`src/rtl/mips_cpu_state_controller.sv`:
```
// Multi-cycle sequencer for the MIPS core: fetch/decode/exec/mem/writeback,
// memory stall handling, retired-instruction count and halt after a jump-to-0 delay slot.
//
// state     | meaning
// FETCH     | read instruction at PC, load IR when memory answers
// DECODE    | instruction register settles, no strobes
// EXEC      | ALU/branch/jump resolve, pick MEM or WRITEBACK
// MEM       | data read (load) or write (store) at ALU address
// WRITEBACK | register write for regwr class, retire
// HALTED    | absorbing, left only by reset
module mips_cpu_state_controller #(
  parameter int CNT_W = 32
) (
  input  logic             clk,
  input  logic             reset_n,
  input  logic [5:0]       i_opcode,
  input  logic [5:0]       i_funct,
  input  logic             i_waitrequest,
  input  logic             i_target_is_zero,
  output logic [2:0]       o_state,
  output logic             o_ir_enable,
  output logic             o_mem_read,
  output logic             o_mem_write,
  output logic             o_addr_sel_data,
  output logic             o_reg_write,
  output logic             o_pc_write,
  output logic             o_active,
  output logic [CNT_W-1:0] o_retired
);

  typedef enum logic [2:0] {
    S_FETCH  = 3'd0,
    S_DECODE = 3'd1,
    S_EXEC   = 3'd2,
    S_MEM    = 3'd3,
    S_WB     = 3'd4,
    S_HALTED = 3'd7
  } state_t;

  state_t           r_state;
  state_t           w_next;
  logic             r_halt_pending;
  logic             r_delay_slot;
  logic             w_halt_pending_nxt;
  logic             w_delay_slot_nxt;
  logic [CNT_W-1:0] r_retired;

  logic w_is_rtype;
  logic w_is_load;
  logic w_is_store;
  logic w_is_jump;
  logic w_is_regwr;

  // Branches need no class signal: they take the WRITEBACK path without a register write.
  always_comb begin
    w_is_rtype = (i_opcode == 6'h00);
    w_is_load  = (i_opcode >= 6'h20) && (i_opcode <= 6'h26);
    w_is_store = (i_opcode == 6'h28) || (i_opcode == 6'h29) || (i_opcode == 6'h2B);
    w_is_jump  = (i_opcode == 6'h02) || (i_opcode == 6'h03) ||
                 (w_is_rtype && ((i_funct == 6'h08) || (i_funct == 6'h09)));
    w_is_regwr = (w_is_rtype && (i_funct != 6'h08)) || w_is_load ||
                 (i_opcode == 6'h03) || (i_opcode[5:3] == 3'b001);
  end

  always_comb begin
    w_next             = r_state;
    w_halt_pending_nxt = r_halt_pending;
    w_delay_slot_nxt   = r_delay_slot;
    o_ir_enable        = 1'b0;
    o_mem_read         = 1'b0;
    o_mem_write        = 1'b0;
    o_addr_sel_data    = 1'b0;
    o_reg_write        = 1'b0;
    o_pc_write         = 1'b0;
    unique case (r_state)
      S_FETCH: begin
        o_mem_read = 1'b1;
        if (!i_waitrequest) begin
          o_ir_enable = 1'b1;
          w_next      = S_DECODE;
        end
      end
      S_DECODE: w_next = S_EXEC;
      S_EXEC: begin
        // A flag raised by an earlier jump marks this instruction as its delay slot.
        w_delay_slot_nxt = r_halt_pending;
        if (w_is_jump && i_target_is_zero) w_halt_pending_nxt = 1'b1;
        w_next = (w_is_load || w_is_store) ? S_MEM : S_WB;
      end
      S_MEM: begin
        o_addr_sel_data = 1'b1;
        o_mem_read      = w_is_load;
        o_mem_write     = w_is_store && !w_is_load;
        if (!i_waitrequest) begin
          if (w_is_store) o_pc_write = 1'b1;
          else            w_next     = S_WB;
        end
      end
      S_WB: begin
        o_reg_write = w_is_regwr;
        o_pc_write  = 1'b1;
      end
      S_HALTED: w_next = S_HALTED;
      default:  w_next = S_FETCH;
    endcase
    if (o_pc_write) begin
      if (r_delay_slot) begin
        w_next             = S_HALTED;
        w_halt_pending_nxt = 1'b0;
        w_delay_slot_nxt   = 1'b0;
      end else begin
        w_next = S_FETCH;
      end
    end
  end

  always_ff @(posedge clk or negedge reset_n) begin
    if (!reset_n) begin
      r_state        <= S_FETCH;
      r_halt_pending <= 1'b0;
      r_delay_slot   <= 1'b0;
      r_retired      <= '0;
    end else begin
      r_state        <= w_next;
      r_halt_pending <= w_halt_pending_nxt;
      r_delay_slot   <= w_delay_slot_nxt;
      if (o_pc_write) r_retired <= r_retired + CNT_W'(1);
    end
  end

  assign o_state   = r_state;
  assign o_active  = (r_state != S_HALTED);
  assign o_retired = r_retired;

endmodule
```
`config.mk`:
```
export PLATFORM = sky130hd
export DESIGN_NAME = mips_cpu_state_controller
export DESIGN_NICKNAME = d
export VERILOG_FILES = /design/src/rtl/mips_cpu_state_controller.sv
export SDC_FILE = /design/constraint.sdc
export NUM_CORES = 1
export LEC_CHECK = 0
export CAP_MARGIN = 5
export CORE_ASPECT_RATIO = 0.7
export CORE_UTILIZATION = 55
export DETAILED_ROUTE_END_ITERATION = 10
export DONT_BUFFER_PORTS = 1
export PLACE_DENSITY = 0.7
export SYNTH_ARGS = -nofsm -noshare
export SYNTH_HDL_FRONTEND = slang
export SYNTH_SLANG_ARGS = --single-unit
```
`constraint.sdc`:
```
create_clock -name clk -period 5.8 [get_ports clk]
set_input_delay 0.58 -clock clk [delete_from_list [all_inputs] [get_ports clk]]
set_output_delay 0.58 -clock clk [all_outputs]
set_load 0.02 [all_outputs]
```
## After elaboration in Yosys (flattened, before gate mapping)

Cells that the tools add are included.
W data, S select, Z words.

- Register bits after elaboration: 37
- Bits of input ports: 16
- Output and inout port bits: 42
- Word-level logic and storage cells: 67

- $add $sub $neg: 1
- Magnitude comparators: 2
- Eq/ne operators: 19
- Mux-type cells: 23
- Reduce and logical (&&, ||, !) cells: 18

Operator list:

| operator | number |
|---|---|
| $add A32 B1 Y32 const B | 1 |
| $eq A6 B6 Y1 const B | 3 |
| $mux W3 | 6 |
| $pmux W3 S6 | 1 |
| $mux W1 | 14 |
| $eq A6 B2 Y1 const B | 2 |
| $eq A6 B4 Y1 const B | 2 |
| $ne A3 B3 Y1 const B | 4 |
| $logic_or A1 B1 Y1 | 9 |
| $eq A3 B1 Y1 const B | 2 |
| $eq A3 B2 Y1 const B | 2 |
| $eq A3 B3 Y1 const B | 2 |
| $ge A6 B6 Y1 const B | 1 |
| $le A6 B6 Y1 const B | 1 |
| $logic_not A6 Y1 | 1 |
| $ne A6 B4 Y1 const B | 1 |
| $logic_and A1 B1 Y1 | 5 |
| $pmux W1 S2 | 2 |
| $reduce_and A4 Y1 | 1 |
| $logic_not A3 Y1 | 1 |
| $ne A2 B2 Y1 const B | 1 |
| $logic_not A1 Y1 | 1 |

## Longest topological paths before layout

Gate-level depths: netlist of the first run.

- Word-level depth: 9
- Depth in mapped cells: 6
- Depth with buffers taken out: 5

## Worst setup path before layout of the first run

No wires, ideal clock.

- Path kind: input to register
- Start: in i_waitrequest
- End: reg r_retired[12] (netlist: o_retired[12])
- Library setup time: 131 ps
- Arrival time: 2172 ps
- Slack: 3497 ps
- Stages on the path: 6
- Path buffers: 2
- Path through: clkbuf_1 > o41ai_4 > and3_1 > buf_4 > nand4_1 > xnor2_1

- Longest elaborated chain between the ends: 2

Ends and longest elaborated chain:

| item | RTL line | text |
|---|---|---|
| from (decl) | 18 | `input logic i_waitrequest,` |
| $mux W1 | 94 | `if (!i_waitrequest) begin` |
| $pmux W1 S2 | 75 | `unique case (r_state)` |
| named net o_pc_write | 26 | `output logic o_pc_write,` |
| to (signal assigned) | 127 | `if (o_pc_write) r_retired <= r_retired + CNT_W'(1);` |
| to (decl) | 46 | `logic [CNT_W-1:0] r_retired;` |

The timed path passes the listed nets, and every way through them passes these cells.
A chain may end at the register's enable or synchronous reset.

## Final worst setup path of the first run

- Start: reg r_state[1] (netlist: o_state[1])
- End: reg r_retired[12] (netlist: o_retired[12])

- Longest elaborated chain between the ends: 2
- Elaborated cells on any way between the ends: 3

Ends and longest elaborated chain:

| item | RTL line | text |
|---|---|---|
| from (decl) | 40 | `state_t r_state;` |
| from (signal assigned) | 124 | `r_state <= w_next;` |
| $eq A3 B3 Y1 / $eq A3 B2 Y1 (equally long branches) | 75 |  |
| $pmux W1 S2 (*) | 75 |  |
| named net o_pc_write | 26 |  |

Mark *: on every way through the listed nets, which the timed path passes. The rest lies on a longest branch.

==> results.md, run 1 <==
- Cells on worst reg2reg path: 5
- Grt ovf: 0
- Largest net degree at the start of global routing: 38
- Syn_nets: 214
- Tcrit/Tclk final: 46.1%
- Max frequency: 0.374 GHz
- Via count: 1,499
- Area occupied by registers: 926 µm²
- Dpl cells: 239
- Clock Latency Late Sink: 0.30 ns
- WP data required: 5.97 ns
- Asr flop ratio synth: 100%
- Num CTS Buffers: 5
- Filler cell count: 278
- Placed inst area: 0.00201 mm²
- Synth cell count leaders: 37 x dfrtp_1, 19 x nor2_1, 19 x xor2_1
- Drt first pass iters: 4
- Synth Register Bits: 37
- First-pass GRT wire length: 6.49 mm
- CP max stage cell: o41ai_4
- Total Nets Final: 217
- Number of antenna diodes: 0
- Pleak: 0.000995 µW
- Critical path launch point: o_state[1]$_DFFE_PN0P_
- # H-tree levels: 2
- Core area: 0.00328 mm²
- IO Pins: 58
- CTS Sinks: 37
- Crit-path max cell delay: 0.86 ns
- Top-count cell post-synth: dfrtp_1
- Min Clock Period, post-route: 2.67 ns
- Initial core utilization: 60.3%
- Antenna-violating nets left: 0
- Ys flop type: dfrtp_1
- R2r startpoint: o_state[1]$_DFFE_PN0P_
- Largest area contributor in the netlist: dfrtp_1
- Worst Hold Class: primary input to async pin
- Antenna violations before repair: 0
- Share of layout cells above drive strength 1: 10.4%
- Post-DP HPWL: 3.01 mm
- Number of global-route vias before repair: 1,377
- IO buf count: 0
- TritonCTS clock tree: done
- Worst vdd ir: 0.163 mV
- Mapped Avg Cell Area: 10.0 µm²
- Unrepaired setup endpoints after global routing: no
- Clk slew on worst S/H paths: 0.08 ns
- Worst slew margin: 41.1%
- Setup_tns: 0 ns
- Chip Width: 73.6 µm
- Synth Cell Area: 0.00198 mm²
- Power Density: 346 mW/mm²
- Library cells used by synthesis: 42
- Status: finished, final reports clean
- DRC Markers: 0
- Final Non-Filler Cells: 248
- Worst hold margin: 0.110 ns
- Clock skew: 0.00777 ns
- Gpl congestion: 0.917
- Tot Pwr: 746 µW
- Multi-input logic area: 997 µm²
- CP Cell Sequence: nand3b_4 > o41ai_4 > and3_1 > nand4_1 > xnor2_1
- Routed WL: 4.06 mm
- Full die area: 0.00384 mm²
- CP Capture Point: o_retired[12]$_DFFE_PN0P_
- Crit end category: flip-flop
- CTS root buffer: clkbuf_8
- R2r setup slk: 3.13 ns
- Vias per cell: 6.04
- Synth Instances: 197
- Yosys warnings: 0
- Share of the synthesized area in the top cell type: 46.9%
- 1st-iter DRT viols: 82
- Cell area after layout: 0.00215 mm²
- GRT Total Usage: 23.5%
- CP Launch Type: flip-flop
- Worst r2r dst: o_retired[12]$_DFFE_PN0P_
- Max Cap Viol: 0
- Arr. time, crit path: 2.85 ns
- Maximum clock path buffer count: 2
- Row cnt: 17
- Slew @ Worst Pin: 0.881 ns
- Cell count along the critical path: 5
- Crit path kind: flip-flop to flip-flop
- CP top delay family: compound AO/OA/AOI/OAI gates
- Synth-to-layout area growth: 8.93%
- Final Hold Vio Count: 0
- Die height: 52.1 µm
- Resize count post-CTS: 0
- DR WL/cell: 16.4 µm
- Final setup violation count: 0
- Crit Path Max Fanout: 13
- Part of the Yosys area used for sequential elements: 46.9%
- Synth area leaders: dfrtp_1 47%, xor2_1 8.4%, xnor2_1 5.3%
- Number of synthesized flops with an enable pin: 0
- Final Slew Violations: 0
- CP Buf/Inv Count: 0
routing by layer:
| layer | vias up | GRT usage (%) | routed length (µm) |
|---|---|---|---|
| met2 | 63 | 32.4 | 1650 |
| met5 | - | 0 | 0 |
| met1 | 730 | 32.2 | 2040 |
| li1 | 701 | - | - |
| met4 | 0 | 10.6 | 56 |
| met3 | 5 | 9.30 | 321 |
what timing repair did:
item	CTS	global route
buffers inserted	0	0
endpoints found under the setup margin	0	0
hold buffers	1	0
hold endpoints to repair	37	0
through the flow:
step,setup slack [ns],util [%]
after global placement,3.26,61.4
after detailed placement,3.10,61.4
after global routing,2.93,65.7
after CTS,3.09,65.7
after floorplan,3.50,-
final,3.13,65.7
sequential cells by signal, indices dropped and copies added (netlist names):
name / flops
o_retired: 32
r_halt_pending: 1
r_delay_slot: 1
o_state: 3
layout make-up:
cell class | instances | area share (%)
repair buffers | 1 | 0.930
clock inverters | 2 | 1.74
well taps | 47 | 2.73
clock buffers | 6 | 3.84
multi-input cells | 147 | 46.3
flip-flops and latches | 37 | 43.0
inverters | 8 | 1.40
logic make-up after synthesis:
| family | synth area share (%) |
|---|---|
| fa+ha+maj | 0.633 |
| simple gates | 26.6 |
| compound gates | 8.36 |
| buf+inv | 2.66 |
| xor+xnor | 13.7 |
| mux | 1.14 |
| flops | 46.9 |
where the power goes:
group          switching, µW  leakage [µW]  internal, µW
registers               80.9      0.000491           283
logic                   89.9      0.000446          58.5
clock network           93.2     0.0000574           140
worst min path at each step:
stage	from	end	slack (ns)	cells past startpoint
after floorplan	reset_n	o_retired[0]$_DFFE_PN0P_	0.28	0
after global placement	reset_n	o_state[1]$_DFFE_PN0P_	0.29	0
after detailed placement	reset_n	o_state[1]$_DFFE_PN0P_	0.29	0
after CTS	reset_n	o_retired[10]$_DFFE_PN0P_	0.11	1
after global routing	reset_n	o_retired[21]$_DFFE_PN0P_	0.11	1
final	reset_n	o_retired[10]$_DFFE_PN0P_	0.11	1
layout by cell type, fill, tap and decap left out, drive strengths merged, types with 3 or more instances in the layout:
cell type	count
nor4	5
xor2	19
clkbuf	6
and2	3
inv	8
nor3	13
nand3	18
nand4	7
nand2	14
o21ai	4
and3	4
nor2	19
xnor2	12
a21oi	4
dfrtp	37
nand2b	3
Power figures use the tool's default switching activity.
==> run 2, diff against run 1 <==
- PLACE_DENSITY: 0.7 -> 0.73
- clock period: 5.8 -> 2.2 ns (I/O delays scaled with it)
==> run 2 against run 1 <==
Compared with the run above: clock power grew to 3.0 times the previous value; maximum frequency is 22% higher; global-route usage is 3.2 points higher.
==> results.md, run 2 (synthesis results as in run 1) <==
- Met2 wire length: 2.36 mm
- Drt first pass iters: 4
- Core area: 0.00328 mm²
- Pre-CTS setup slack: -0.157 ns
- Worst slew margin: 47.1%
- Num CTS Buffers: 5
- Final Slew Violations: 0
- Crit Path Max Fanout: 7
- Maximum clock path buffer count: 2
- DR WL/cell: 18.5 µm
- Clock share of power: 32.8%
- Share of layout cells above drive strength 1: 24.9%
- Sequential Power Share: 40.3%
- Hold wc startpoint: i_waitrequest
- Post-DP HPWL: 3.30 mm
- # H-tree levels: 2
- Slew @ Worst Pin: 0.791 ns
- Worst vdd ir: 0.577 mV
- Number of antenna diodes: 0
- Final Non-Filler Cells: 268
- DRC Markers: 0
- Int Power: 1410 µW
- Antenna violations before repair: 0
- Routed WL: 4.97 mm
- Number of global-route vias before repair: 1,623
- Final setup violation count: 0
- Arr. time, crit path: 2.36 ns
- Min Clock Period, post-route: 2.20 ns
- R2r startpoint: o_state[2]$_DFFE_PN0P_
- Max reg flops: 32
- Initial core utilization: 60.3%
- Power Density: 880 mW/mm²
- Final Hold Vio Count: 0
- Met1 wire length: 2.11 mm
- Row cnt: 17
- Cell area after layout: 0.00243 mm²
- WP data required: 2.36 ns
- Critical path launch point: o_state[2]$_DFFE_PN0P_
- Crit path kind: flip-flop to flip-flop
- Vias per cell: 6.22
- Full die area: 0.00384 mm²
- CTS root buffer: clkbuf_8
- Tcrit/Tclk final: 99.9%
- CP Launch Type: flip-flop
- Clock Latency Late Sink: 0.29 ns
- Pleak: 0.00114 µW
- Max Cap Viol: 0
- Final Util: 74.3%
- Psw: 736 µW
- IO Pins: 58
- Gpl congestion: 0.843
- Synth-to-layout area growth: 23.2%
- Status: finished, final reports clean
- Chip Width: 73.6 µm
- Worst Hold Class: primary input to flip-flop
- Grt ovf: 0
- Most frequent cells in the layout: 37 x dfrtp_1, 18 x xor2_1
- GRT Total Usage: 26.7%
- Max layer used: met4
- Crit end category: flip-flop
- 1st-iter DRT viols: 118
- Largest net degree at the start of global routing: 38
- TritonCTS clock tree: done
- Placed inst area: 0.00210 mm²
- Via count: 1,666
- Clock skew: 0.00970 ns
- Met3 WL: 414 µm
- Clk slew on worst S/H paths: 0.08 ns
- Dpl cells: 251
- Comb power frac: 26.9%
- First-pass GRT wire length: 7.59 mm
- Most common cell after layout, fill and taps aside: dfrtp_1
- CTS Sinks: 37
- IO buf count: 0
- Antenna-violating nets left: 0
- Die height: 52.1 µm
- Max frequency: 0.455 GHz
- Worst setup margin: 0.00117 ns
- Sw Ratio: 34.4%
- Unrepaired setup endpoints after global routing: yes
- Total Nets Final: 237
==> run 2: cell count changes in the layout (fill, tap and decap cells not counted), moves of 2 or more <==
| cell | previous run | this run |
|---|---|---|
| nor2_1 | 19 | 14 |
| buf_4 | 0 | 14 |
| nand3_1 | 16 | 14 |
| nor3_1 | 12 | 8 |
| buf_6 | 0 | 4 |
| nor2_2 | 0 | 2 |
| nor2_4 | 0 | 3 |
| nor3_2 | 1 | 4 |
==> run 2: final timing paths <==
path / cells after the start / slack [ns] / end
max in group asynchronous: 2 / 1.61 / o_retired[26]$_DFFE_PN0P_
hold / removal: 1 / 0.06 / o_state[0]$_DFFE_PN0P_
hold reg to reg: 1 / 0.55 / r_delay_slot$_DFF_PN0_
min in group asynchronous: 2 / 0.40 / o_retired[17]$_DFFE_PN0P_
setup / recovery: 5 / 0.001 / o_retired[12]$_DFFE_PN0P_
setup reg to reg: 5 / 0.001 / o_retired[12]$_DFFE_PN0P_
==> run 2: worst max-delay path: stages (launching register included) <==
cell,delay (ns)
dfrtp_1,0.40
nand3b_4,0.20
o41ai_4,0.79
and3_4,0.38
nand4_1,0.13
xnor2_1,0.16
==> run 2: stage by stage <==
| stage | total power [µW] | setup TNS (ns) | hold slack [ns] |
|---|---|---|---|
| 2_1_floorplan | 1260 | 0 | -0.0756 |
| 3_3_place_gp | 1370 | -0.0491 | -0.0746 |
| 3_5_place_dp | 1390 | -1.57 | -0.0748 |
| 4_1_cts | 2120 | 0 | 0.0530 |
| 5_1_grt | 2240 | -0.780 | 0.0418 |
| 6_report | 2140 | 0 | 0.0563 |
==> run 2: area by class of cell <==
class                           count  area (µm²)
Sequential cell                    37         926
Tap cell                           47        58.8
Fill cell                         249         841
Clock inverter                      3        65.1
Timing Repair Buffer               20         180
Inverter                            8        30.0
Multi-Input combinational cell    148        1110
Clock buffer                        5        68.8
==> run 2: power by group through the flow <==
stage,Sequential [µW],Combinational [µW],Clock [µW]
2_1_floorplan,896,369,0
3_3_place_gp,869,506,0
3_5_place_dp,874,520,0
4_1_cts,861,551,703
5_1_grt,872,635,736
6_report,863,577,702
==> run 2: routing by layer <==
layer / global-route usage (%) / up-vias
li1: - / 746
met1: 34.5 / 830
met2: 42.8 / 76
met3: 7.95 / 14
met4: 9.62 / 0
met5: 0 / -
==> run 2: timing repair <==
item | 4_1_cts | 5_1_grt
hold endpoints to repair | 37 | 0
pin swaps | 3 | 7
buffers inserted | 4 | 2
cloned | 0 | 1
resized for setup | 3 | 22
hold buffers | 2 | 0
endpoints found under the setup margin | 26 | 27
==> run 3, diff against run 2 <==
- CTS_CLUSTER_SIZE: default -> 12
==> results of run 3 <==
Final layout, timing and power as in run 2 (identical DEF).
